--- src/rtl/wishbone_peripheral_to_axi.sv ---
// Wishbone B4 classic write-only slave feeding an AXI4-Stream-style source through a FIFO.
// Optional: define WB_TO_AXI_OVERFLOW_ERR_EN to error writes to a full FIFO instead of stalling them.
module wishbone_peripheral_to_axi #(
  parameter int unsigned DATA_WIDTH = 8,
  parameter int unsigned FIFO_DEPTH = 4
) (
  input  logic                              in_clock,
  input  logic                              in_reset,
  input  logic                              in_wb_cyc,
  input  logic                              in_wb_stb,
  input  logic                              in_wb_we,
  input  logic [DATA_WIDTH/8-1:0]           in_wb_sel,
  input  logic [DATA_WIDTH-1:0]             in_wb_dat,
  output logic                              out_wb_ack,
  output logic                              out_wb_err,
  output logic                              out_source_valid,
  input  logic                              in_source_ready,
  output logic [DATA_WIDTH-1:0]             out_source_data,
  output logic [$clog2(FIFO_DEPTH):0]       out_fifo_level
);

  localparam int unsigned PTR_W = $clog2(FIFO_DEPTH);
  localparam int unsigned LVL_W = PTR_W + 1;

  generate
    if ((DATA_WIDTH == 0) || ((DATA_WIDTH % 8) != 0)) begin : g_bad_width
      $error("wishbone_peripheral_to_axi: DATA_WIDTH must be a non-zero multiple of 8");
    end
    if ((FIFO_DEPTH < 2) || ((FIFO_DEPTH & (FIFO_DEPTH - 1)) != 0)) begin : g_bad_depth
      $error("wishbone_peripheral_to_axi: FIFO_DEPTH must be a power of 2 and >= 2");
    end
  endgenerate

  typedef enum logic [1:0] {
    ST_IDLE = 2'd0,
    ST_ACK  = 2'd1,
    ST_ERR  = 2'd2,
    ST_WAIT = 2'd3
  } state_t;

  state_t state, state_next;

  logic [DATA_WIDTH-1:0] mem [FIFO_DEPTH];
  logic [PTR_W-1:0]      wr_ptr, rd_ptr;
  logic [LVL_W-1:0]      level;
  logic                  full, empty;
  logic                  push, pop;
  logic                  request, write_ok;
  logic                  ack_q, err_q;

  assign empty    = (level == '0);
  assign full     = (level == LVL_W'(FIFO_DEPTH));
  assign request  = in_wb_cyc & in_wb_stb;
  assign write_ok = in_wb_we & (&in_wb_sel);
  assign pop      = ~empty & in_source_ready;

  always_comb begin
    state_next = state;
    push       = 1'b0;
    unique case (state)
      ST_IDLE: begin
        if (request) begin
          if (!write_ok) begin
            state_next = ST_ERR;
          end else if (!full) begin
            push       = 1'b1;
            state_next = ST_ACK;
          end else begin
`ifdef WB_TO_AXI_OVERFLOW_ERR_EN
            state_next = ST_ERR;
`else
            state_next = ST_WAIT;
`endif
          end
        end
      end
      ST_ACK:  state_next = ST_IDLE;
      ST_ERR:  state_next = ST_IDLE;
      ST_WAIT: begin
        // Master abandoning the cycle releases the stall without pushing.
        if (!in_wb_cyc) begin
          state_next = ST_IDLE;
        end else if (!full) begin
          push       = 1'b1;
          state_next = ST_ACK;
        end
      end
      default: state_next = ST_IDLE;
    endcase
  end

  always_ff @(posedge in_clock) begin
    if (in_reset) begin
      state <= ST_IDLE;
      ack_q <= 1'b0;
      err_q <= 1'b0;
    end else begin
      state <= state_next;
      ack_q <= (state_next == ST_ACK);
      err_q <= (state_next == ST_ERR);
    end
  end

  always_ff @(posedge in_clock) begin
    if (push) begin
      mem[wr_ptr] <= in_wb_dat;
    end
  end

  always_ff @(posedge in_clock) begin
    if (in_reset) begin
      wr_ptr <= '0;
      rd_ptr <= '0;
      level  <= '0;
    end else begin
      if (push) begin
        wr_ptr <= wr_ptr + PTR_W'(1);
      end
      if (pop) begin
        rd_ptr <= rd_ptr + PTR_W'(1);
      end
      unique case ({push, pop})
        2'b10:   level <= level + LVL_W'(1);
        2'b01:   level <= level - LVL_W'(1);
        default: level <= level;
      endcase
    end
  end

  assign out_wb_ack       = ack_q;
  assign out_wb_err       = err_q;
  assign out_source_valid = ~empty;
  assign out_source_data  = empty ? '0 : mem[rd_ptr];
  assign out_fifo_level   = level;

endmodule

--- config.mk ---
export PLATFORM = sky130hd
export DESIGN_NAME = wishbone_peripheral_to_axi
export DESIGN_NICKNAME = d
export VERILOG_FILES = /design/src/rtl/wishbone_peripheral_to_axi.sv
export SDC_FILE = /design/constraint.sdc
export NUM_CORES = 1
export LEC_CHECK = 0
export CAP_MARGIN = 20
export CORE_ASPECT_RATIO = 1.75
export CORE_UTILIZATION = 50
export DETAILED_ROUTE_END_ITERATION = 8
export DONT_BUFFER_PORTS = 1
export PLACE_DENSITY = 0.73
export SETUP_SLACK_MARGIN = 0.02
export SYNTH_ARGS = -nofsm -noshare
export SYNTH_HDL_FRONTEND = slang
export SYNTH_SLANG_ARGS = --single-unit
--- constraint.sdc ---
create_clock -name in_clock -period 3.1 [get_ports in_clock]
set_input_delay 0.775 -clock in_clock [delete_from_list [all_inputs] [get_ports in_clock]]
set_output_delay 0.775 -clock in_clock [all_outputs]
set_load 0.05 [all_outputs]
* Word-level counts from Yosys, hierarchy flattened
Memories as Yosys holds them, arrays and structs flattened. A register that Yosys moved wholly into a read port is not among the register bits. Index checks and enable logic that the tools add are counted.
Operators by class: add/subtract/negate cells 4, eq/ne operators 8, reduce and logical (&&, ||, !) cells 4, bitwise operators 4, multiplexer cells 17
Operator list (count):
- two-way mux 2 bit | 7
- equality test 2 bit (second input constant) | 4
- two-way mux 8 bit | 1
- equality test 2 x 1 -> 1 bit (second input constant) | 3
- two-way mux 1 bit | 6
- one-hot mux 2 bit (3 select lines) | 1
- one-hot mux 3 bit (2 select lines) | 1
- adder 2 x 1 -> 2 bit (second input constant) | 2
- adder 3 x 1 -> 3 bit (second input constant) | 1
- AND 1 bit | 3
- equality test 3 bit (second input constant) | 1
- logical NOT 3 bit | 1
- subtractor 3 x 1 -> 3 bit (second input constant) | 1
- logical NOT 2 bit | 1
- one-hot mux 1 bit (2 select lines) | 1
- nonzero test 2 bit | 1
- OR reduction 2 bit | 1
- NOT 1 bit | 1
Storage, ports and cells: register bits after elaboration 11, output and inout port bits 14, memories 1, word-level logic and storage cells 44, input bits 15, bits in writable memories 32
Memory list:
- mem | depth 4, bits a word 8, read ports 1, clocked after Yosys merged registers in 1, write ports 1, RTL line 43 | logic [DATA_WIDTH-1:0] mem [FIFO_DEPTH];

* Longest topological paths before layout
Gate-level depths: netlist of the first run.
word-level depth 7, gate-level depth with buffers 12, mapped depth without buffers 12

* Worst setup path before layout of the first run
No wires, ideal clock.
kind flip-flop to flip-flop, from register level[2] (netlist: out_fifo_level[2]), to register level[2] (netlist: out_fifo_level[2]), cell stages (with the launch flop) 11, data arrival time 2423 ps, setup time 71 ps, clock period less this slack 2494 ps, path slack 606 ps, required time 3029 ps, buffers on the path 0, cell sequence dfxtp_1 -> nor3b_2 -> nor2_2 -> and2_4 -> inv_1 -> ha_1 -> inv_1 -> fa_1 -> xor2_1 -> or3_1 -> a21oi_1
On the way: longest elaborated chain between the ends 7, elaborated cells between the ends (all ways) 15, classes of those cells add/sub: 2; eq/ne: 3; mux: 6; bitwise: 2; reduce/logical: 2
Ends and longest elaborated chain:
- from (decl) | RTL line 45 | logic [LVL_W-1:0] level;
- from (signal assigned) | RTL line 123 | 2'b10: level <= level + LVL_W'(1);
- from (signal assigned) | RTL line 124 | 2'b01: level <= level - LVL_W'(1);
- from (signal assigned) | RTL line 125 | default: level <= level;
- equality test 3 bit | RTL line 52 | assign full = (level == LVL_W'(FIFO_DEPTH));
- two-way mux 1 bit | RTL line 65, 83
- two-way mux 1 bit | RTL line 63 | if (!write_ok) begin
- two-way mux 1 bit | RTL line 62 | if (request) begin
- one-hot mux 1 bit (2 select lines) | RTL line 60 | unique case (state)
- equality test 2 x 1 -> 1 bit or equality test 2 bit (tied branches) | RTL line 122 | unique case ({push, pop})
- one-hot mux 3 bit (2 select lines) or nonzero test 2 bit (tied branches)
Several ways; a longest one is shown, not always the timed one. A chain may end at the register's enable or synchronous reset.

==> results of run 1 <==
synthesized netlist by cell type, types with 2 or more instances:
library cell	n	area (sq um)
dfxtp_1	13	260
a21oi_1	5	25.0
and2_1	9	56.3
edfxtp_1	32	961
o21ai_0	3	15.0
mux4_2	8	180
nand2b_1	2	12.5
nor3b_2	2	25.0
nor2_1	10	37.5
xor2_1	3	26.3
and3_2	4	30.0
inv_1	9	33.8
and2_4	2	17.5
ha_1	8	100
report_power, final:
group          internal (mW)  leakage [nW]  total (mW)  switching, mW
registers              0.655         0.393       0.672         0.0179
logic                 0.0465         0.270       0.145         0.0984
clock network          0.239        0.0552       0.420          0.181
worst max-delay path: stages (launching register included):
cell	delay [ps]
dfxtp_1	660
mux4_2	570
and2_1	340
registers in the layout, summed over array words and instances, names as in the netlist, named ones only:
signal and flops:
mem 32, out_fifo_level 3, out_wb_ack 1, out_wb_err 1, rd_ptr 2, state 2, wr_ptr 2
logic make-up (layout without fill, tap and decap cells):
family	after synthesis	after routing
AO/OA/AOI/OAI	11	11
XOR/XNOR	4	4
adder cells (fa/ha/maj)	9	9
buffers and inverters	13	20
flip-flops	45	45
multiplexers	10	10
AND/OR/NAND/NOR	37	37
worst max path at each step:
stage	to	slack [ps]	cells after the start
5_1_grt	out_source_data[1]	350	2
2_1_floorplan	out_fifo_level[2]	610	10
4_1_cts	out_source_data[0]	420	2
6_report	out_source_data[5]	460	2
3_3_place_gp	out_fifo_level[2]	640	10
3_5_place_dp	out_fifo_level[2]	490	10
per-stage QoR:
step / hold WS, ps / instance area [sq um] / total power, mW
floorplan: 481 / 1930 / 0.818
global placement: 464 / 1990 / 0.826
detailed placement: 504 / 1990 / 0.832
CTS: 517 / 2100 / 1.25
global route: 527 / 2100 / 1.28
finish: 518 / 2100 / 1.24
cell type report:
type | count | share of cell area, %
inverter | 9 | 1.61
multi-input combinational | 71 | 31.2
timing repair buffer | 3 | 1.07
clock inverter | 2 | 1.67
clock buffer | 6 | 3.46
tap | 46 | 2.75
sequential | 45 | 58.3
routing by layer:
layer | global-route usage, % | part of all wire [%] | vias up
met5 | 0 | 0 | -
met4 | 10.4 | 2.9 | 0
met3 | 5.98 | 5.7 | 9
met2 | 31.3 | 57 | 33
met1 | 15.9 | 35 | 503
li1 | - | - | 474
==> results by stage, run 1 <==
Run status:
- The run finished with clean final reports.

Floorplanning:
- Measured along the x axis, the die boundary spans 49.0 um.
- The height of the die is 84.2 um.
- The full die area is 0.00413 sq mm.
- The core outline area is 0.00366 sq mm.
- 29 I/O pins were placed.
- Once the floorplan was initialized, standard cells occupied a little over half of the core.
- The floorplan has 29 rows.

Routing:
- Before antenna repair, the detailed router went through 4 iterations.
- For this run, design rule violations remaining after detail routing come to 0.
- Dividing the detail-routed wire length by the instance count gives 16.6 um.
- The detailed router finished its first iteration with 23 violations.
- The vias per cell is 5.60.
- The total wire length after detailed routing is around 3 mm.
- The count of vias placed by the detailed router is 1019.
- The remaining antenna violation count is 0.

Logic synthesis:
- Summing the areas of all and, or, nand and nor instances in the mapped netlist gives 12.0% of the synthesized area.
- The synthesized design contains 45 register bits.
- The count of distinct cell types in the synthesized netlist is 33.
- Counting every net in the synthesized netlist gives about 150.
- Counting every instance in the synthesized netlist gives approximately 130.
- The top flip-flop cell by instance count after synthesis is edfxtp_1.
- The synthesized area is roughly 0.0019 sq mm.
- The synthesized netlist devotes under 10% of its cell area to compound gates.
- The share of the Yosys chip area taken by registers is a little over three fifths.
- Measured against the total synthesized area, the mux share comes to between 10% and 20%.
- The number of enable flip-flop cells after synthesis is 32.
- The main combinational cell family by area after synthesis is simple AND/OR/NAND/NOR gates.
- The synthesized netlist devotes roughly 6.2% of its cell area to adder and majority cells.
- A synthesized cell averages roughly 15 sq um.
- In the synthesized netlist the async set-or-reset flop fraction comes to 0%.
- After Yosys synthesis, XOR and XNOR cells account for 1.81% of the synthesized area.
- The Yosys warning count is 0.

Timing:
- Setup total negative slack on the finished layout was measured at 0 ps.
- The headroom to the max-slew limit is 64.6%.
- The number of failing setup endpoints in the final timing report is 0.
- The clock period could shrink to ~2600 ps.
- The smallest setup slack after layout is about 460 ps.
- For the pin with the worst max-slew slack, the measured transition is 530 ps.
- The portion of the clock cycle consumed by the worst path in the final layout is between 80 and 90%.
- The number of hold violations in the final report came to 0.
- The final number of max-transition violations is 0.
- The clock arrives with approximately 9.8 ps of skew.
- The maximum frequency from static timing analysis is around 0.38 GHz.
- Setup repair after global routing left no endpoint under its margin.

Layout:
- In the layout the commonest cells are 32 x edfxtp_1, 13 x dfxtp_1, 10 x nor2_1.
- The final core utilization is a little under three fifths.
- The repair_antennas step left the layout with diodes totalling 0.
- The area growth from synthesis to layout is 8.48%.
- Summing all multi-input logic gate instances after layout gives 653 sq um.
- The finished layout holds about 180 standard cells, fillers aside.
- The leading cell type in the layout, fill and taps excluded is edfxtp_1.
- The layout filler cell count is approximately 290.
- The ratio of cells with drive above 1 in the final layout is approximately 22%.
- The area of all sequential standard cells is roughly 0.0012 sq mm.
- The total number of nets in the final design is 159.

Global route:
- In the global route stage, overall resource usage came out at about 17%.
- The first global-routing pass estimated between 5 and 6 mm of wire.
- The pin count of the biggest net entering global routing is 15.
- The number of antenna violations at the first check in global routing is 0.
- The number of global-route vias before repair is between 1000 and 1500.
- Summed over all layers, the global routing overflow is 0.

Min path:
- The min-delay analysis places its worst path in the category flip-flop to flip-flop.
- The endpoint of the worst hold path is out_fifo_level[2].
- The startpoint of the tightest hold check path is out_fifo_level[2].
- Along the worst hold path, the cell count comes to 2.

Pwr:
- Dividing total power by cell area gives a power density of 590 mW/mm^2.
- The worst voltage drop across the vdd grid is approximately 0.00043 V.
- Summed over all cells, the static leakage comes to 0.719 nW.

Clock tree:
- The TritonCTS clock tree is yes.
- After clock tree synthesis, the setup repair step added 0 buffers.
- The maximum buffer depth of the clock tree is 2.
- The later-pin clock latency in the skew report is approximately 300 ps.
- The total number of H-tree levels is 2.
- The total of hold buffers inserted after clock tree synthesis is 0.
- The cell sitting at the root of the clock tree is a clkbuf_8.
- The clock transition at the registers of the reported paths is around 80 ps.
- In this run, post-CTS repair resized a total of 0 instances.
- The sink count of the clock tree is 45.
- Clock tree synthesis inserted a total of 5 buffers.

Critical path:
- Counting cells, the worst reg-to-reg path comes to 9.
- At the worst endpoint, the required time is between 2000 and 2500 ps.
- The arrival time of the worst setup path is about 1900 ps.
- The startpoint type of the worst setup path is a flip-flop.
- The biggest fanout along the worst timing path is 8.
- Across all register-to-register paths, the minimum setup slack is around 640 ps.
- In this run the critical register-to-register path is launched from out_fifo_level[1].
- The worst setup path is captured at a primary output.
- The terminus of the critical flop-to-flop path is out_fifo_level[2].
- The kind of critical path is flip-flop to primary output.

Placed design:
- At the placement stage, the worst setup path has a slack of 494 ps.
- The count of input and output buffers is 0.
- Counting tap cells, the placed design contains a total of between 150 and 200 instances.
- The wire-length estimate of the detail-placed layout is 2.28 mm.
- The global placement routability congestion is 0.720.

Job:
- The tool flagged a number of max-cap violations equal to 0.
Note: power is estimated with default switching activity, not from simulation.
==> run 2: changes to the inputs <==
--- a/config.mk
+++ b/config.mk
@@ -9,8 +9,7 @@
 export CORE_ASPECT_RATIO = 1.75
 export CORE_UTILIZATION = 50
 export DETAILED_ROUTE_END_ITERATION = 8
-export DONT_BUFFER_PORTS = 1
-export PLACE_DENSITY = 0.73
+export PLACE_DENSITY = 0.83
 export SETUP_SLACK_MARGIN = 0.02
 export SYNTH_ARGS = -nofsm -noshare
 export SYNTH_HDL_FRONTEND = slang
==> run 2 against run 1 <==
Compared with the run above: via count is 13% higher; clock power is 15% lower; clock-buffer cell count is 1 lower; core utilization is 6.6 points higher; wire length is 6.2% higher; register-to-register slack better by 100 ps; combinational power is 39% higher; largest cell class unchanged; highest routed layer unchanged.
==> results by stage, run 2 (synthesis gave the netlist of run 1 again) <==
Clock tree:
- The number of CTS-inserted buffers is 5 (unchanged).
- TritonCTS built the clock tree.
- The total of hold buffers inserted after clock tree synthesis is 0 (unchanged).
- The later-pin clock latency in the skew report is 300 ps (about the same).
- The clock transition at the registers of the reported paths was 80 ps (about the same).
- The cell at the root of the clock tree is clkbuf_8.
- The total setup buffers inserted after CTS was 0 (unchanged).
- The sink count of the clock tree came to 45 (unchanged).
- The total number of H-tree levels was 2 (unchanged).
- The number of gates given a new drive strength after cts is 6 (+6).
- The maximum buffer depth of the clock tree is 2 (unchanged).

Floorplanning:
- The core outline area is 0.00366 sq mm (unchanged).
- The starting utilization of the core area is 52.7% (unchanged).
- The full die area came to 0.00413 sq mm (unchanged).
- The width of the die is 49.0 um (unchanged).
- The height of the die is 84.2 um (unchanged).
- The I/O pin count is 29 (unchanged).
- The number of core rows is 29 (unchanged).

Layout:
- The total number of nets in the final design was 185 (+16%).
- The count of inserted antenna diode cells is 0 (unchanged).
- The register name with the most flops is mem.
- The area growth from synthesis to layout is 20.9%.
- The flip-flop count of the largest register after layout is 32 (unchanged).
- The ratio of cells with drive above 1 in the final layout is 17.9% (-4.2 points).
- The layout filler cell count is 274 (-5.2%).
- The leading cell type in the layout, fill and taps excluded is edfxtp_1.
- The library cells used most frequently in the layout, excluding fill and tap cells, are 32 x edfxtp_1, 22 x clkdlybuf4s50_1, 13 x dfxtp_1.

Timing:
- Setup repair after global routing left no endpoint under its margin.
- The number of failing setup endpoints in the final timing report came to 0 (unchanged).
- The sum of negative setup slack was 0 ps (unchanged).
- The smallest setup slack after layout is 223 ps (-241 ps).
- The maximum frequency from static timing analysis is 0.348 GHz (-8.4%).
- The portion of the clock cycle consumed by the worst path in the final layout came to 92.8% (+7.8 points).
- The actual slew at the worst max-slew pin came to 515 ps (-14.9 ps).
- The final number of max-transition violations came to 0 (unchanged).
- The number of hold violations in the final report is 0 (unchanged).
- The final worst hold slack came to 529 ps (+11.2 ps).
- The final critical delay including setup and external delays is 2880 ps (+241 ps).
- The headroom to the max-slew limit is 65.6% (+0.94 points).
- The clock skew after layout is 6.58 ps (-3.17 ps).

Global route:
- The pin count of the biggest net entering global routing is 16 (+1).
- The met2 track demand over resource in global routing was 35.7% (+4.4 points).
- The number of global-route vias before repair is 1206 (+6.5%).
- The leftover overflow at the end of global routing is 0 (unchanged).
- The number of antenna violations at the first check in global routing is 0 (unchanged).
- The fraction of met3 tracks used by global routing is 5.25% (-0.72 points).
- The fraction of met1 tracks used by global routing is 14.9% (-0.99 points).
- The most heavily used metal layer in global routing is met2.
- The global routing usage summed across all routing layers is 18.1% (+0.88 points).
- The wire length of the first global-routing pass is 5.33 mm (+3.3%).

Routing:
- The post-detailed-route DRC marker count is 0 (unchanged).
- The number of iterations in the first detailed-routing pass is 4 (unchanged).
- The wire length per cell is 15.4 um (-7.1%).
- The vias per cell is 5.53 (-1.2%).
- The remaining antenna violation count is 0 (unchanged).
- The count of vias placed by the detailed router is 1151 (+13%).
- The total wire length after detailed routing is 3.21 mm (+6.2%).
- The starting DRC count in detailed routing was 14 (-39%).

Critical path:
- The worst setup path is of the flip-flop to primary output kind.
- The arrival time of the worst setup path was 2100 ps (+240 ps).
- The startpoint type of the worst setup path is a flip-flop.
- The terminus of the critical flop-to-flop path is out_fifo_level[2].
- The data required time at the worst endpoint is 2320 ps (about the same).
- The depth of the worst register-to-register path is 10 (+1).
- The startpoint identified for the worst register-to-register timing path is out_fifo_level[2].
- The critical path endpoint category is a primary output.
- The biggest fanout along the worst timing path is 3 (-5).
- The reg2reg setup slack is 740 ps (+100 ps).

Pwr:
- The sequential power share is 54.4% (about the same).
- The share of total power consumed by net switching is 26.7% (+2.7 points).
- The worst voltage drop across the vdd grid was 0.000421 V (-2.5%).
- The proportion of power drawn by the clock network is 29.1% (-4.9 points).
- The power per cell area is 523 mW/mm^2 (-11%).
- The cell-internal power was 0.896 mW (-4.7%).
- The total leakage power is 0.828 nW (+15%).
- The combinational share of power is 16.5% (+4.8 points).
- The reported net switching power came to 0.326 mW (+9.8%).

Min path:
- The type of the most critical hold path is flip-flop to flip-flop.
- The startpoint of the tightest hold check path is out_fifo_level[2].
- The instance count along the most critical hold path is 2 (unchanged).
- The endpoint of the worst hold path is out_fifo_level[2].

Placed design:
- The placement-stage worst setup slack is 25.4 ps (-468 ps).
- The total half-perimeter wirelength after legalization and detailed placement is 2.42 mm (+6.2%).
- The count of input and output buffers was 28 (+28).
- The global placement routability congestion was 0.764 (+6.1%).

Job:
- The count of maximum capacitance violations came to 0 (unchanged).

Run status:
- The run finished with clean final reports.
[run 2: layer usage]
metal | share of wire [%] | vias up | wire, um
met1 | 34 | 585 | 1100
met2 | 59 | 33 | 1890
met4 | 2.2 | 0 | 70
li1 | - | 527 | -
met5 | 0 | - | 0
met3 | 4.5 | 6 | 144
[run 2: worst max-delay path by stage]
stage               cells past startpoint                  to  slack [ps]
finish                                  3  out_source_data[0]         220
global route                            3  out_source_data[0]         150
CTS                                     3  out_source_data[0]         200
detailed placement                     11   out_fifo_level[2]          30
global placement                       11   out_fifo_level[2]         180
floorplan                              10   out_fifo_level[2]         610
[run 2: cell type report]
type | count | area (sq um) | area share, %
multi-input cells | 71 | 653 | 28.0
well taps | 46 | 57.6 | 2.46
flip-flops and latches | 45 | 1220 | 52.3
repair buffers | 29 | 280 | 12.0
clock inverters | 3 | 21.3 | 0.911
clock buffers | 5 | 68.8 | 2.95
inverters | 9 | 33.8 | 1.45
[run 2: critical path: stages (launching register included)]
cell,delay (ps)
dfxtp_1,430
mux4_2,520
and2_1,160
clkdlybuf4s50_1,690
[run 2: metrics by stage]
| step | instances | area, sq um | util, % | power [mW] |
|---|---|---|---|---|
| 2_1_floorplan | 129 | 1930 | - | 0.818 |
| 3_3_place_gp | 200 | 2250 | 61.5 | 0.880 |
| 3_5_place_dp | 200 | 2250 | 61.5 | 0.887 |
| 4_1_cts | 208 | 2340 | 63.7 | 1.23 |
| 5_1_grt | 208 | 2340 | 63.7 | 1.27 |
| 6_report | 208 | 2340 | 63.7 | 1.22 |
[run 2: power groups by stage]
| stage | Sequential, mW | Combinational, mW | Clock, mW |
|---|---|---|---|
| 5_1_grt | 0.666 | 0.216 | 0.386 |
| 3_5_place_dp | 0.678 | 0.209 | 0 |
| 6_report | 0.665 | 0.201 | 0.356 |
| 2_1_floorplan | 0.689 | 0.129 | 0 |
| 3_3_place_gp | 0.678 | 0.202 | 0 |
| 4_1_cts | 0.665 | 0.204 | 0.364 |
